<file path="src/rtl/spi_tx_feeder_pkg.sv">
// Shared types and defaults for the SPI transmit byte feeder.
package spi_tx_feeder_pkg;

  localparam int unsigned SPI_DATA_W       = 8;
  localparam int unsigned FIFO_DEPTH       = 16;
  localparam int unsigned DONE_SYNC_STAGES = 2;

  typedef enum logic [1:0] {
    ST_IDLE      = 2'd0,
    ST_LOAD      = 2'd1,
    ST_WAIT_DONE = 2'd2,
    ST_RELEASE   = 2'd3
  } feeder_state_e;

endpackage

</file>
<file path="src/rtl/spi_byte_fifo.sv">
// Synchronous FIFO with registered level/full/empty and a first-word head
// that is valid whenever the FIFO is non-empty.
module spi_byte_fifo #(
  parameter int unsigned DEPTH  = 16,
  parameter int unsigned DATA_W = 8
) (
  input  logic                    clk,
  input  logic                    rst_n,
  input  logic                    wr_en,
  input  logic [DATA_W-1:0]       wr_data,
  input  logic                    rd_en,
  output logic [DATA_W-1:0]       head_c,
  output logic                    full,
  output logic                    empty,
  output logic [$clog2(DEPTH):0]  level
);

  localparam int unsigned AW = $clog2(DEPTH);
  localparam int unsigned LW = AW + 1;

  logic [DATA_W-1:0] mem_q [DEPTH];
  logic [AW-1:0]     wr_ptr_q, wr_ptr_d;
  logic [AW-1:0]     rd_ptr_q, rd_ptr_d;
  logic [LW-1:0]     level_q, level_d;
  logic              full_q, full_d;
  logic              empty_q, empty_d;
  logic              push_c, pop_c;

  // A write into a full FIFO is accepted only when a pop frees a slot the same cycle.
  always_comb begin
    pop_c    = rd_en && !empty_q;
    push_c   = wr_en && (!full_q || pop_c);
    wr_ptr_d = push_c ? wr_ptr_q + AW'(1) : wr_ptr_q;
    rd_ptr_d = pop_c  ? rd_ptr_q + AW'(1) : rd_ptr_q;
    level_d  = level_q + LW'(push_c) - LW'(pop_c);
    full_d   = (level_d == LW'(DEPTH));
    empty_d  = (level_d == LW'(0));
  end

  always_ff @(posedge clk or negedge rst_n) begin
    if (!rst_n) begin
      wr_ptr_q <= '0;
      rd_ptr_q <= '0;
      level_q  <= '0;
      full_q   <= 1'b0;
      empty_q  <= 1'b1;
    end else begin
      wr_ptr_q <= wr_ptr_d;
      rd_ptr_q <= rd_ptr_d;
      level_q  <= level_d;
      full_q   <= full_d;
      empty_q  <= empty_d;
    end
  end

  always_ff @(posedge clk) begin
    if (push_c) begin
      mem_q[wr_ptr_q] <= wr_data;
    end
  end

  assign head_c = mem_q[rd_ptr_q];
  assign full   = full_q;
  assign empty  = empty_q;
  assign level  = level_q;

endmodule

</file>
<file path="src/rtl/spi_tx_feeder.sv">
// Byte-buffering front end for the SPI master: queues bytes and hands them
// over one at a time using the data_valid / spi_done handshake.
module spi_tx_feeder
  import spi_tx_feeder_pkg::*;
#(
  parameter int unsigned DEPTH       = FIFO_DEPTH,
  parameter int unsigned DATA_W      = SPI_DATA_W,
  parameter int unsigned SYNC_STAGES = DONE_SYNC_STAGES
) (
  input  logic                    clk,
  input  logic                    reset_n,
  input  logic [DATA_W-1:0]       wr_data,
  input  logic                    wr_en,
  output logic                    full,
  output logic                    empty,
  output logic [$clog2(DEPTH):0]  level,
  output logic                    overflow,
  input  logic                    clr_overflow,
  output logic [DATA_W-1:0]       spi_output_reg,
  output logic                    data_valid,
  input  logic                    spi_done,
  output logic                    busy,
  output logic [15:0]             bytes_sent
);

  logic [1:0]             rst_sync_q;
  logic                   rst_n;
  logic [SYNC_STAGES-1:0] done_sync_q, done_sync_d;
  logic                   done_s;
  feeder_state_e          state_q, state_d;
  logic [DATA_W-1:0]      spi_output_reg_q, spi_output_reg_d;
  logic                   data_valid_q, data_valid_d;
  logic                   busy_q, busy_d;
  logic [15:0]            bytes_sent_q, bytes_sent_d;
  logic                   overflow_q, overflow_d;
  logic                   pop_c;
  logic [DATA_W-1:0]      head_c;

  // Reset asserts asynchronously and releases on a clock edge.
  always_ff @(posedge clk or negedge reset_n) begin
    if (!reset_n) begin
      rst_sync_q <= 2'b00;
    end else begin
      rst_sync_q <= {rst_sync_q[0], 1'b1};
    end
  end
  assign rst_n = rst_sync_q[1];

  spi_byte_fifo #(
    .DEPTH  (DEPTH),
    .DATA_W (DATA_W)
  ) u_fifo (
    .clk     (clk),
    .rst_n   (rst_n),
    .wr_en   (wr_en),
    .wr_data (wr_data),
    .rd_en   (pop_c),
    .head_c  (head_c),
    .full    (full),
    .empty   (empty),
    .level   (level)
  );

  assign done_sync_d = {done_sync_q[SYNC_STAGES-2:0], spi_done};
  assign done_s      = done_sync_q[SYNC_STAGES-1];

  always_comb begin
    state_d          = state_q;
    pop_c            = 1'b0;
    spi_output_reg_d = spi_output_reg_q;
    data_valid_d     = data_valid_q;
    bytes_sent_d     = bytes_sent_q;
    unique case (state_q)
      // A done still high from a previous byte (or across reset) blocks the next load.
      ST_IDLE: begin
        data_valid_d = 1'b0;
        if (!empty && !done_s) state_d = ST_LOAD;
      end
      ST_LOAD: begin
        pop_c            = 1'b1;
        spi_output_reg_d = head_c;
        data_valid_d     = 1'b1;
        state_d          = ST_WAIT_DONE;
      end
      ST_WAIT_DONE: begin
        data_valid_d = 1'b1;
        if (done_s) begin
          data_valid_d = 1'b0;
          bytes_sent_d = bytes_sent_q + 16'd1;
          state_d      = ST_RELEASE;
        end
      end
      ST_RELEASE: begin
        data_valid_d = 1'b0;
        if (!done_s) state_d = ST_IDLE;
      end
      default: state_d = ST_IDLE;
    endcase
    busy_d = (state_d != ST_IDLE);
    // Sticky overflow: a dropped write beats a same-cycle clear.
    if (wr_en && full && !pop_c) begin
      overflow_d = 1'b1;
    end else if (clr_overflow) begin
      overflow_d = 1'b0;
    end else begin
      overflow_d = overflow_q;
    end
  end

  always_ff @(posedge clk or negedge rst_n) begin
    if (!rst_n) begin
      done_sync_q      <= '0;
      state_q          <= ST_IDLE;
      spi_output_reg_q <= '0;
      data_valid_q     <= 1'b0;
      busy_q           <= 1'b0;
      bytes_sent_q     <= '0;
      overflow_q       <= 1'b0;
    end else begin
      done_sync_q      <= done_sync_d;
      state_q          <= state_d;
      spi_output_reg_q <= spi_output_reg_d;
      data_valid_q     <= data_valid_d;
      busy_q           <= busy_d;
      bytes_sent_q     <= bytes_sent_d;
      overflow_q       <= overflow_d;
    end
  end

  assign spi_output_reg = spi_output_reg_q;
  assign data_valid     = data_valid_q;
  assign busy           = busy_q;
  assign bytes_sent     = bytes_sent_q;
  assign overflow       = overflow_q;

endmodule
</file>
<file path="config.mk">
export PLATFORM = sky130hd
export DESIGN_NAME = spi_tx_feeder
export DESIGN_NICKNAME = d
export VERILOG_FILES = /design/src/rtl/spi_tx_feeder_pkg.sv /design/src/rtl/spi_byte_fifo.sv /design/src/rtl/spi_tx_feeder.sv
export SDC_FILE = /design/constraint.sdc
export NUM_CORES = 1
export LEC_CHECK = 0
export ABC_AREA = 1
export CORE_MARGIN = 2
export CORE_UTILIZATION = 45
export CTS_CLUSTER_DIAMETER = 50
export DETAILED_ROUTE_END_ITERATION = 10
export PLACE_DENSITY_LB_ADDON = 0.15
export RECOVER_POWER = 25
export SETUP_SLACK_MARGIN = 0.4
export SLEW_MARGIN = 20
export SYNTH_ARGS = -nofsm -noshare
export SYNTH_HDL_FRONTEND = slang
export SYNTH_SLANG_ARGS = --single-unit
</file>
<file path="constraint.sdc">
create_clock -name clk -period 3.9 [get_ports clk]
set_clock_uncertainty 0.2 [all_clocks]
set_input_delay 0.975 -clock clk [delete_from_list [all_inputs] [get_ports clk]]
set_output_delay 0.975 -clock clk [all_outputs]
set_load 0.02 [all_outputs]
</file>
==> results.json, run 1 <==
{
  "ant_nets": 0,
  "placementRows": 47,
  "critPathKind": "reg -> reg",
  "cts_tree": "done",
  "final_util": 0.522,
  "path_clk_slew_ns": 0.06,
  "async_reset_ff_frac": 0.273,
  "post_cts_buffers": 0,
  "netlist.area_leader.share": 0.511,
  "hold_viol": 0,
  "hold_ws_ns": 0.153,
  "yosysWarnings": 0,
  "worstPathRequired_ns": 4.06,
  "start_kind": "register",
  "port_buffers": 46,
  "numCtsBuffers": 17,
  "grt_util_all_layers": 0.205,
  "yosys.cell_types.count": 28,
  "post_dp_cell_area_um2": 8080,
  "diodes": 0,
  "cp_max_fo": 11,
  "worstMarginPinSlew_ns": 1.88,
  "grt_pass1_wl_mm": 27.1,
  "ys_ff_latch": 176,
  "fmax_ghz": 0.351,
  "drc_errors": 0,
  "syn_inst": 679,
  "gp_congestion": 0.955,
  "grt_pass1_vias": 5035,
  "yosysSeqAreaShare": 0.670,
  "seqPwrFrac": 0.394,
  "syn-cell-area_um2": 7530,
  "overflow": 0,
  "rsz0062_at_grt": "false",
  "post-dp-hpwl_mm": 11.1,
  "cts_hold_buf": 0,
  "finalMaxSlewViolations": 47,
  "violations": "capacitance limit, slew limit",
  "fin_tns_setup_ns": 0,
  "htreeDepth": 4,
  "nFillCells": 1446,
  "syn_area_per_cell_um2": 11.1,
  "p_sw_w": 0.00237,
  "worstPathArrival_ns": 3.01,
  "post_cts_resize_count": 0,
  "cts.sinks": 176,
  "clk_latency_ns": 0.43,
  "firstDrtPassIters": 7,
  "synth_edf_count": 128,
  "syn2layout_area_growth_pct": 14.3,
  "pwr_density_cell_nw_per_um2": 747,
  "largest_register_ffs": 128,
  "grt_max_degree": 67,
  "antenna_found_initial": 0,
  "fin_crit_sh": 0.730,
  "start_util": 0.457,
  "boundaryPins": 47,
  "die_h_um": 133,
  "power_switching_share": 0.368,
  "p_clk_frac": 0.261,
  "cts_root_buf": "clkbuf_16",
  "vias": 4913,
  "synth_area_leaders": "edfxtp_1 51%, dfrtp_1 16%, nand2_1 12%",
  "power_w": 0.00642,
  "maxSlewHeadroom": -0.256,
  "endpoint_kind": "register",
  "min_period_ns": 2.85,
  "dieArea_um2": 17800,
  "setup_viol": 0,
  "design_area_um2": 8600,
  "coreArea_um2": 16500,
  "synth_top_cell_by_area": "edfxtp_1",
  "peakVddDrop_uv": 569,
  "chipWidth_um": 133,
  "power_leakage_nw": 3.42,
  "maxCapViolations": 1,
  "p_int_w": 0.00406,
  "status": "finished, violations left",
  "wirelength_mm": 17.0,
  "drive_gt1_frac": 0.0533,
  "synth_top_flop_cell": "edfxtp_1",
  "final_nets": 749,
  "hold_class": "reg -> reg",
  "synth_nets": 708,
  "via_per_inst": 5.16,
  "clock_path_buffers": 2,
  "wl_per_cell_um": 17.9,
  "combPwrFrac": 0.345,
  "drt_iter0_drc": 398
}
-- final cells by class --
cell class | count | area [µm²] | area share
sequential | 176 | 5050 | 0.587
clock buffer | 20 | 437 | 0.0508
multi-input combinational | 439 | 2080 | 0.242
clock inverter | 11 | 141 | 0.0164
tap | 220 | 275 | 0.0320
inverter | 38 | 144 | 0.0167
timing repair buffer | 48 | 473 | 0.0550
-- power groups by stage --
stage / Combinational, W / Sequential (W) / Clock [W]
floorplan: 0.00153 / 0.00261 / 0
global placement: 0.00217 / 0.00255 / 0
detailed placement: 0.00223 / 0.00256 / 0
CTS: 0.00224 / 0.00253 / 0.00170
global route: 0.00250 / 0.00257 / 0.00178
finish: 0.00222 / 0.00253 / 0.00168
-- cells in the final DEF, fill, tap and decap left out, types with 6 or more instances in the layout --
master             n
o21ai_0            8
edfxtp_1         128
inv_1             32
nor3_1             6
clkbuf_16         17
clkdlybuf4s50_1   42
nor2_1            35
ha_1              15
dfrtp_1           46
nand3_1          105
xnor2_1            7
nand2_1          234
xor2_1            16
-- kinds of logic (layout without fill, tap and decap cells) --
family,count (synthesis),after routing,share of synthesized area
flip-flops,176,176,0.670
other,1,1,0.000498
buffers and inverters,64,117,0.0459
XOR/XNOR,23,23,0.0278
adder cells (fa/ha/maj),16,16,0.0276
AO/OA/AOI/OAI,13,13,0.00914
AND/OR/NAND/NOR,386,386,0.219
-- synth_stat cells (2+ instances only) --
cell and n:
a21oi_1 2, buf_2 12, buf_6 12, clkbuf_1 2, dfrtp_1 47, edfxtp_1 128, ha_1 15, inv_1 29
inv_2 9, nand2_1 232, nand2_2 3, nand3_1 105, nand4_1 3, nor2_1 32, nor2_4 3, nor3_1 5
o21ai_0 4, o21ai_1 6, xnor2_1 6, xor2_1 16
-- routing by layer --
metal / global-route usage / up-vias / part of all wire
met3: 0.0403 / 27 / 0.046
li1: - / 2350 / -
met1: 0.277 / 2410 / 0.45
met4: 0.0928 / 0 / 0.025
met2: 0.324 / 126 / 0.48
met5: 0 / - / 0
-- through the flow --
step                      setup WS, ns  instances
after detailed placement         0.726        921
after CTS                        0.972        952
final                             1.05        952
after global routing             0.739        952
after global placement           0.798        921
after floorplan                   1.36        679
-- worst max-delay path, cell delays in order (launching register included) --
cell,delay [ns]
dfrtp_1,0.40
inv_1,0.11
ha_1,0.36
nand2_1,0.18
inv_1,0.17
ha_1,0.25
inv_1,0.06
ha_1,0.17
fa_1,0.44
nor3_1,0.24
nand2_1,0.08
nor2_1,0.11
-- final timing paths --
check | start | to | slack (ns) | cells past startpoint
max | state_q[1] | u_fifo.empty | 1.05 | 11
min | rst_sync_q[0] | rst_sync_q[1] | 0.15 | 0
max reg2reg | state_q[1] | u_fifo.empty | 1.05 | 11
min reg2reg | rst_sync_q[0] | rst_sync_q[1] | 0.15 | 0
max in group asynchronous | rst_sync_q[1] | u_fifo.rd_ptr_q[0] | 1.68 | 0
min in group asynchronous | reset_n | rst_sync_q[0] | 0.57 | 1
(Power assumes the default switching activity.)
==> inputs of run 2 (changes only) <==
==> constraint.sdc (replaced) <==
create_clock -name clk -period 2.4 [get_ports clk]
set_clock_uncertainty 0.2 [all_clocks]
set_input_delay 0.6 -clock clk [delete_from_list [all_inputs] [get_ports clk]]
set_output_delay 0.6 -clock clk [all_outputs]
set_load 0.02 [all_outputs]
==> run 2 against run 1 <==
  * Combinational power is 100% higher
  * Via count is 5.0% higher
  * The flow now finishes without violations
  * Global-route usage is 0.36 points lower
  * Worst hold slack worse by 0.065 ns
  * Highest routed layer unchanged
==> results.json, run 2 (synthesized netlist as in run 1, its figures left out) <==
{
  "p_sw_w": 0.00427,
  "layout.cells.most_common": "nand2_1",
  "endpoint_kind": "register",
  "largest_register_ffs": 128,
  "timing.rr.end": "u_fifo.full",
  "cts.sinks": 176,
  "critPathKind": "reg -> reg",
  "wirelength_mm": 17.5,
  "worstRegToRegCells": 11,
  "clk_latency_ns": 0.43,
  "power_leakage_nw": 3.83,
  "hold_viol": 0,
  "port_buffers": 46,
  "placementRows": 47,
  "seqPwrFrac": 0.358,
  "pwr_density_cell_nw_per_um2": 1200,
  "fin_cells": 1007,
  "hold_class": "reg -> async",
  "final_util": 0.573,
  "boundaryPins": 47,
  "finalMaxSlewViolations": 0,
  "ant_nets": 0,
  "numCtsBuffers": 17,
  "nFillCells": 1397,
  "p_clk_frac": 0.246,
  "syn2layout_area_growth_pct": 25.4,
  "diodes": 0,
  "antenna_found_initial": 0,
  "regToRegSetupSlack_ns": 0.09,
  "drt_iter0_drc": 357,
  "cp_max_fo": 3,
  "cts_tree": "done",
  "peakVddDrop_uv": 847,
  "power_w": 0.0113,
  "p_int_w": 0.00702,
  "via_per_inst": 5.12,
  "gp_congestion": 0.867,
  "chipWidth_um": 133,
  "post-dp-hpwl_mm": 11.4,
  "start_kind": "register",
  "grt_util_all_layers": 0.202,
  "fin_tns_setup_ns": 0,
  "worstMarginPinSlew_ns": 1.15,
  "coreArea_um2": 16500,
  "drive_gt1_frac": 0.193,
  "reg2reg_from": "state_q[0]",
  "fmax_ghz": 0.434,
  "dieArea_um2": 17800,
  "grt_pass1_wl_mm": 26.7,
  "grt_pass1_vias": 5107,
  "maxCapViolations": 0,
  "start_util": 0.457,
  "final_cell_mix": "224 x nand2_1, 128 x edfxtp_1, 103 x nand3_1",
  "fin_crit_sh": 0.961,
  "hold_ws_ns": 0.0879,
  "grt_max_degree": 57,
  "maxSlewHeadroom": 0.232,
  "clock_path_buffers": 2,
  "htreeDepth": 4,
  "dp_cells": 961,
  "die_h_um": 133,
  "vias": 5159,
  "power_switching_share": 0.378,
  "firstDrtPassIters": 5,
  "combPwrFrac": 0.397,
  "final_nets": 803,
  "worstPathRequired_ns": 2.52,
  "rsz0062_at_grt": "true",
  "min_period_ns": 2.31,
  "setup_viol": 0,
  "path_clk_slew_ns": 0.06,
  "worstPathArrival_ns": 2.43,
  "drc_errors": 0,
  "wl_per_cell_um": 17.4,
  "cts_root_buf": "clkbuf_16",
  "overflow": 0,
  "status": "complete, no violations"
}
-- run 2: changes by cell type in the layout (fill, tap and decap cells not counted), moves of 5 or more --
cell and change:
dlygate4sd2_1 +17, inv_1 -8, buf_4 +23, inv_2 +5, clkbuf_2 +6, nor2_4 +20, nor2_1 -21, buf_6 +22
clkdlybuf4s50_1 -36, nand2_1 -10
-- run 2: repair_timing --
action                                  in CTS  in global routing
hold buffers                                 2                  0
endpoints found under the setup margin     167                153
cloned                                       0                  1
buffers inserted                             5                  6
pin swaps                                    4                  7
hold endpoints to repair                     3                  0
gates resized for setup                     83                 56
-- run 2: stage by stage --
stage,worst slack (ns),instance area [µm²]
2_1_floorplan,0.0848,7600
3_3_place_gp,-0.164,8470
3_5_place_dp,-0.181,8470
4_1_cts,0.109,9250
5_1_grt,0.0104,9440
6_report,0.0940,9440
-- run 2: cell type report --
class | count | area (µm²) | share of cell area
Sequential cell | 176 | 5050 | 0.535
Multi-Input combinational cell | 439 | 2430 | 0.258
Timing Repair Buffer | 102 | 937 | 0.0993
Clock buffer | 18 | 429 | 0.0455
Tap cell | 220 | 275 | 0.0292
Clock inverter | 14 | 165 | 0.0175
Inverter | 38 | 154 | 0.0163
-- run 2: worst max-delay path by stage --
stage                       startpoint           end  cells past startpoint
final                       state_q[0]   u_fifo.full                     11
after global routing        state_q[1]   u_fifo.full                     12
after CTS                   state_q[0]   u_fifo.full                     11
after detailed placement         wr_en  u_fifo.empty                      9
after global placement           wr_en  u_fifo.empty                      9
after floorplan           u_fifo.empty   u_fifo.full                     11
-- run 2: worst max-delay path, stage by stage (launching register included) --
cell     delay [ns]
dfrtp_1        0.41
ha_4           0.18
nand2_4        0.08
inv_4          0.04
ha_4           0.25
inv_2          0.03
ha_4           0.15
fa_2           0.37
nand3_2        0.08
nand2_2        0.06
xor2_2         0.16
and3_1         0.19
-- run 2: routing by layer --
layer | up-vias | global-route usage | share of wire
met1 | 2512 | 0.260 | 0.43
li1 | 2460 | - | -
met3 | 26 | 0.0426 | 0.050
met2 | 161 | 0.337 | 0.50
met4 | 0 | 0.0774 | 0.019
met5 | - | 0 | 0
-- run 2: power groups by stage --
stage	Clock [W]	Combinational (W)	Sequential (W)
after floorplan	0	0.00259	0.00425
after global placement	0	0.00391	0.00408
after detailed placement	0	0.00403	0.00409
after CTS	0.00281	0.00417	0.00403
after global routing	0.00294	0.00492	0.00409
final	0.00277	0.00448	0.00404
